File: config.mk
export PLATFORM = sky130hd
export DESIGN_NAME = ufm_arbiter
export DESIGN_NICKNAME = d
export VERILOG_FILES = /design/src/rtl/ufm_arbiter.sv
export SDC_FILE = /design/constraint.sdc
export NUM_CORES = 1
export LEC_CHECK = 0
export ABC_AREA = 1
export BUFFER_PORTS_ARGS = -buffer_cell sky130_fd_sc_hd__buf_4
export CAP_MARGIN = 20
export CORE_UTILIZATION = 38
export CTS_CLUSTER_DIAMETER = 80
export CTS_CLUSTER_SIZE = 14
export DETAILED_ROUTE_END_ITERATION = 6
export PLACE_DENSITY = 0.81
export SYNTH_ARGS = -nofsm -noshare
export SYNTH_HDL_FRONTEND = slang
export SYNTH_SLANG_ARGS = --single-unit
File: constraint.sdc
create_clock -name clk -period 1.4 [get_ports clk]
set_clock_uncertainty 0.15 [all_clocks]
set_input_delay 0 -clock clk [delete_from_list [all_inputs] [get_ports clk]]
set_output_delay 0 -clock clk [all_outputs]
set_load 0.02 [all_outputs]
File: src/rtl/ufm_arbiter.sv
// ufm_arbiter: round-robin sharing of one ufm_reader between two requesters.
// Each grant is one page burst of PAGE_BYTES strobes. Build option
// UFM_ARB_TIMEOUT_EN adds a TIMEOUT parameter and a sticky err output that
// aborts a burst whose reader has gone silent.
module ufm_arbiter #(
  parameter int PAGE_BYTES = 16,
  parameter int ADDR_W     = 11
`ifdef UFM_ARB_TIMEOUT_EN
  , parameter int TIMEOUT  = 4096
`endif
) (
  input  logic              clk,
  input  logic              rst,
  input  logic              req0,
  input  logic [ADDR_W-1:0] addr0,
  input  logic              stall0,
  output logic              gnt0,
  output logic              stb0,
  output logic              done0,
  input  logic              req1,
  input  logic [ADDR_W-1:0] addr1,
  input  logic              stall1,
  output logic              gnt1,
  output logic              stb1,
  output logic              done1,
  output logic [7:0]        data,
  output logic              busy,
`ifdef UFM_ARB_TIMEOUT_EN
  output logic              err,
`endif
  output logic              ufm_start,
  output logic [ADDR_W-1:0] ufm_addr,
  output logic              ufm_stall,
  input  logic [7:0]        ufm_data,
  input  logic              ufm_data_stb,
  input  logic              ufm_ready
);

  typedef enum logic [1:0] {IDLE, BURST, DONE} state_t;

  // One extra bit so the terminal compare at PAGE_BYTES-1 never wraps.
  localparam int CW = $clog2(PAGE_BYTES) + 1;
  localparam logic [CW-1:0] LAST = CW'(PAGE_BYTES - 1);

  state_t        state, state_nx;
  logic [CW-1:0] count;
  logic          owner;
  logic          rr_last;
  logic          win;
  logic          grant;
  logic          burst_stb;
  logic          last_stb;
  logic          to_hit;

`ifdef UFM_ARB_TIMEOUT_EN
  localparam int TW = $clog2(TIMEOUT + 1);
  localparam logic [TW-1:0] TO_LAST = TW'(TIMEOUT - 1);
  logic [TW-1:0] tcnt;

  // Silent-reader watchdog: cleared by strobes, frozen while stalled.
  always_ff @(posedge clk) begin
    if (rst) begin
      tcnt <= '0;
      err  <= 1'b0;
    end else begin
      if (state != BURST || ufm_data_stb)
        tcnt <= '0;
      else if (!ufm_stall)
        tcnt <= tcnt + 1'b1;
      if (to_hit)
        err <= 1'b1;
    end
  end
`endif

  // Winner selection and qualified burst strobes.
  always_comb begin
    win = 1'b0;
    if (req0 && req1)
      win = ~rr_last;
    else
      win = req1;
    grant     = (state == IDLE) && ufm_ready && (req0 || req1);
    burst_stb = (state == BURST) && ufm_data_stb;
    last_stb  = burst_stb && (count == LAST);
`ifdef UFM_ARB_TIMEOUT_EN
    to_hit = (state == BURST) && !ufm_data_stb && !ufm_stall && (tcnt == TO_LAST);
`else
    to_hit = 1'b0;
`endif
  end

  // Next-state logic.
  always_comb begin
    state_nx = state;
    unique case (state)
      IDLE:    if (grant) state_nx = BURST;
      BURST:   if (last_stb || to_hit) state_nx = DONE;
      DONE:    state_nx = IDLE;
      default: state_nx = IDLE;
    endcase
  end

  // State register.
  always_ff @(posedge clk) begin
    if (rst)
      state <= IDLE;
    else
      state <= state_nx;
  end

  // Grant bookkeeping, reader start pulse/address and byte counter.
  always_ff @(posedge clk) begin
    if (rst) begin
      owner     <= 1'b0;
      rr_last   <= 1'b1;
      count     <= '0;
      ufm_addr  <= '0;
      ufm_start <= 1'b0;
    end else begin
      ufm_start <= grant;
      if (grant) begin
        owner    <= win;
        rr_last  <= win;
        ufm_addr <= win ? addr1 : addr0;
        count    <= '0;
      end else if (burst_stb) begin
        count <= count + 1'b1;
      end
    end
  end

  // Outputs decoded from state and owner; strobes are routed combinationally.
  always_comb begin
    busy      = (state != IDLE);
    gnt0      = busy && !owner;
    gnt1      = busy && owner;
    done0     = (state == DONE) && !owner;
    done1     = (state == DONE) && owner;
    stb0      = burst_stb && !owner;
    stb1      = burst_stb && owner;
    ufm_stall = (state == BURST) && (owner ? stall1 : stall0);
    data      = ufm_data;
  end

endmodule

==> impl_summary.md <==
Global route
The number of antenna violations at the first check in global routing is 0. Entering global routing, the biggest net connects 13 pins. The global router's overall resource usage is roughly a fifth. The via count of the first global-routing pass is 1239. Global routing finished with a remaining overflow of 0. The first global-routing pass estimated about 5200 um of wire.

Route
The post-route antenna net violation count is 0. Dividing the detail-routed wire length by the instance count gives 11.3 um. In the routed layout, each cell is associated on average with a via count of 4.68. For this block, the routed nets add up to 3130 um of wire. The total via count after detailed routing is 1300. The detailed-router iteration count before antenna repair is 4. In this run, the number of DRC markers left after iteration 0 of detailed routing was 22.

The total DRC errors in the routed layout is 0.

Setup path
The depth of the worst register-to-register path is 6. The critical path buffer and inverter count is 1. Traced cell by cell, the critical path runs through ha_4 > inv_2 > nor2_1 > ha_1 > or2_0 > a21oi_1. The kind of cell with the highest combined delay on the critical path is adder cells. The required time reported for the critical path endpoint is around 1.5 ns. The worst register-to-register path ends at count[4]. The reg-to-reg critical path startpoint is count[1]. STA classifies the critical path startpoint as a flip-flop. The endpoint class of the critical path is a flip-flop. The path type of the worst setup path is reg -> reg.

The worst reg-to-reg setup slack is around 0.00015 ns. The cell type of the slowest stage on the worst timing path is dfxtp_2. Along the worst path, the maximum fanout reaches 2.

The critical path arrival is roughly 1.5 ns. The longest individual stage delay on the worst path is approximately 0.36 ns.

Power and ir drop
For this design the ratio of total power to cell area is 725 nW/um^2. The static leakage is between 0.9 and 1 nW. The worst IR drop on VDD is 681 uV.

Power comes to 1.39 mW.

CTS
The clock sink count is 21. The total clock buffers created by CTS is 3. CTS placed an instance of clkbuf_4 at the clock tree root.

CTS built an H-tree with a depth of 1. The clock latency on the worst-skew pair is ~0.32 ns. The maximum buffer depth of the clock tree is 2. TritonCTS built the clock tree. Clock-pin slew was measured on the worst setup and hold paths at between 0.1 and 0.15 ns.

Synthesis
The sequential-to-total area share from yosys stat is 38.4%. The fraction of registers with async set or reset after synthesis is 0%. Of all cell types, the one taking the most synthesized area is dfxtp_1. The net count of the mapped netlist is 200. The count of warnings emitted by yosys is 0. The library cell with the highest instance count after synthesis is nand2_1. The average footprint of a synthesized cell is 6.85 um^2. By area the synthesized netlist is led by dfxtp_1 (38%), nand2_1 (25%), buf_4 (6.2%). The number of unique standard cell types used by synthesis is 20. The synthesized netlist occupies a cell area of around 1100 um^2. In the synthesized netlist the dominant register cell turns out to be dfxtp_1. The number of register bits inferred by synthesis is 21. Sorting the synthesized cells by how often they occur yields nand2_1 (74), dfxtp_1 (21), inv_1 (11). Yosys mapped a number of flops with a built-in enable equal to 0. In this run the biggest area consumer among cell types represents 38.4% of the synthesized area. The synthesized instance count is 160.

Finish
The layout filler cell count is 184. In the final layout, the share of cells above drive strength 1 is 34.4%. The final core utilization is between 70% and 80%. The number of nets at the end of the flow is between 200 and 300.

For this run, the number of standard cells in the final layout without fillers is 278. Compared with the post-synthesis result, the final layout area differs by 74.9%. The number of antenna diodes in the final layout is 0.

Floorplanning
After floorplanning, the core was sized to cover approximately 2700 um^2. Measured along the x axis, the die boundary spans around 56 um. The vertical die dimension is around 56 um. The top-level port count is 66. The total die area is 3100 um^2. The initial cell density of the core is between 40 and 50%. The cell row count is 19.

Timing
Across all hold checks on the routed design, the worst slack comes to -0.0280 ns. The transition at the pin with the smallest max-transition slack is approximately 0.23 ns. Setup repair after global routing could not meet its margin everywhere. The final critical path time including I/O delays and setup is 1.40 ns. The number of setup violations in the final report is 0.

The relative slew slack is 84.7%. Based on the critical path, the design can be clocked at up to approximately 0.71 GHz. The count of final max-slew check failures is 0. The hold violation count in the final report is 4. The final worst-path cycle share is ~100%.

The total negative slack for setup checks is 0 ns.

Flow run
The total of max-cap violations is 0.

Hold path
The type of the worst min-delay path is in -> reg. The hold-critical path depth is 6. The worst hold path terminates at ufm_addr[7].

In this run the most critical hold path is launched from req0.

Placement
The final RePlAce weighted congestion is 0.790. The placed wire-length estimate is 1840 um. During placement, the flow inserted port buffers numbering just under 50. Including well taps, the total number of placed cells is 235.

Outcome
The final reports fail on negative hold slack. The run finished, with violations left.
-- what timing repair did --
action / CTS / global route
resized for setup: 8 / 10
hold buffers: 34 / 0
hold endpoints to repair: 29 / 0
pin swaps: 1 / 5
endpoints found under the setup margin: 5 / 12
buffers inserted: 3 / 2
-- cells in the final DEF, fill, tap and decap left out, types with 3 or more instances in the layout --
cell,count
nand3_1,8
dfxtp_1,16
inv_1,7
dlygate4sd3_1,34
clkbuf_4,3
dfxtp_2,4
a21oi_1,10
buf_4,59
nand2_1,72
inv_2,4
nor2_1,7
-- report_power, final --
group	internal, mW	leakage [nW]	switching [mW]
clock network	0.107	0.0177	0.201
registers	0.629	0.174	0.0231
logic	0.216	0.758	0.215
total	0.952	0.950	0.439
-- cells by family (layout without fill, tap and decap cells) --
| family | Yosys count | after routing | synth area share (%) |
|---|---|---|---|
| DFF | 21 | 21 | 38.4 |
| and+or+nand+nor | 102 | 102 | 42.0 |
| buffers and inverters | 22 | 109 | 11.0 |
| adders and majority gates | 2 | 2 | 2.28 |
| AOI/OAI and AO/OA | 13 | 13 | 6.39 |
-- area by class of cell --
cell class                      count  area [um^2]  area share (%)
Clock buffer                        3         22.5            1.17
Clock inverter                      1         5.00           0.261
Timing Repair Buffer               93          783            40.9
Inverter                           12         47.5            2.48
Multi-Input combinational cell    117          591            30.8
Tap cell                           31         38.8            2.02
Sequential cell                    21          429            22.4
-- worst register-to-register path, cell delays in order, from the launching register on --
cell and delay, ns:
dfxtp_2 0.36, ha_4 0.16, inv_2 0.05, nor2_1 0.04, ha_1 0.27, or2_0 0.20
a21oi_1 0.13
-- layer usage --
| layer | GRT usage, % | part of all wire (%) |
|---|---|---|
| met5 | 0 | 0 |
| met4 | 8.21 | 3.0 |
| met3 | 4.19 | 5.1 |
| met2 | 38.2 | 52 |
| met1 | 23.3 | 40 |
-- worst max path at each step --
stage / cells after the start / from / end
final: 6 / count[1] / count[4]
after global routing: 6 / count[0] / count[4]
after CTS: 6 / count[1] / count[4]
after detailed placement: 6 / count[0] / count[4]
after global placement: 6 / count[0] / count[4]
after floorplan: 6 / count[0] / count[4]
-- flip-flops by register name, summed over array words and instances (netlist names) --
name	cells
count	5
state	2
ufm_start	1
ufm_addr	11
owner	1
rr_last	1
-- through the flow --
stage | worst slack [ns] | instance area (um^2)
floorplan | 0.0143 | 1100
global placement | 0.0123 | 1470
detailed placement | -0.0227 | 1470
CTS | 0.0199 | 1880
global route | -0.0764 | 1920
finish | 0.000154 | 1920
(Power assumes the default switching activity.)
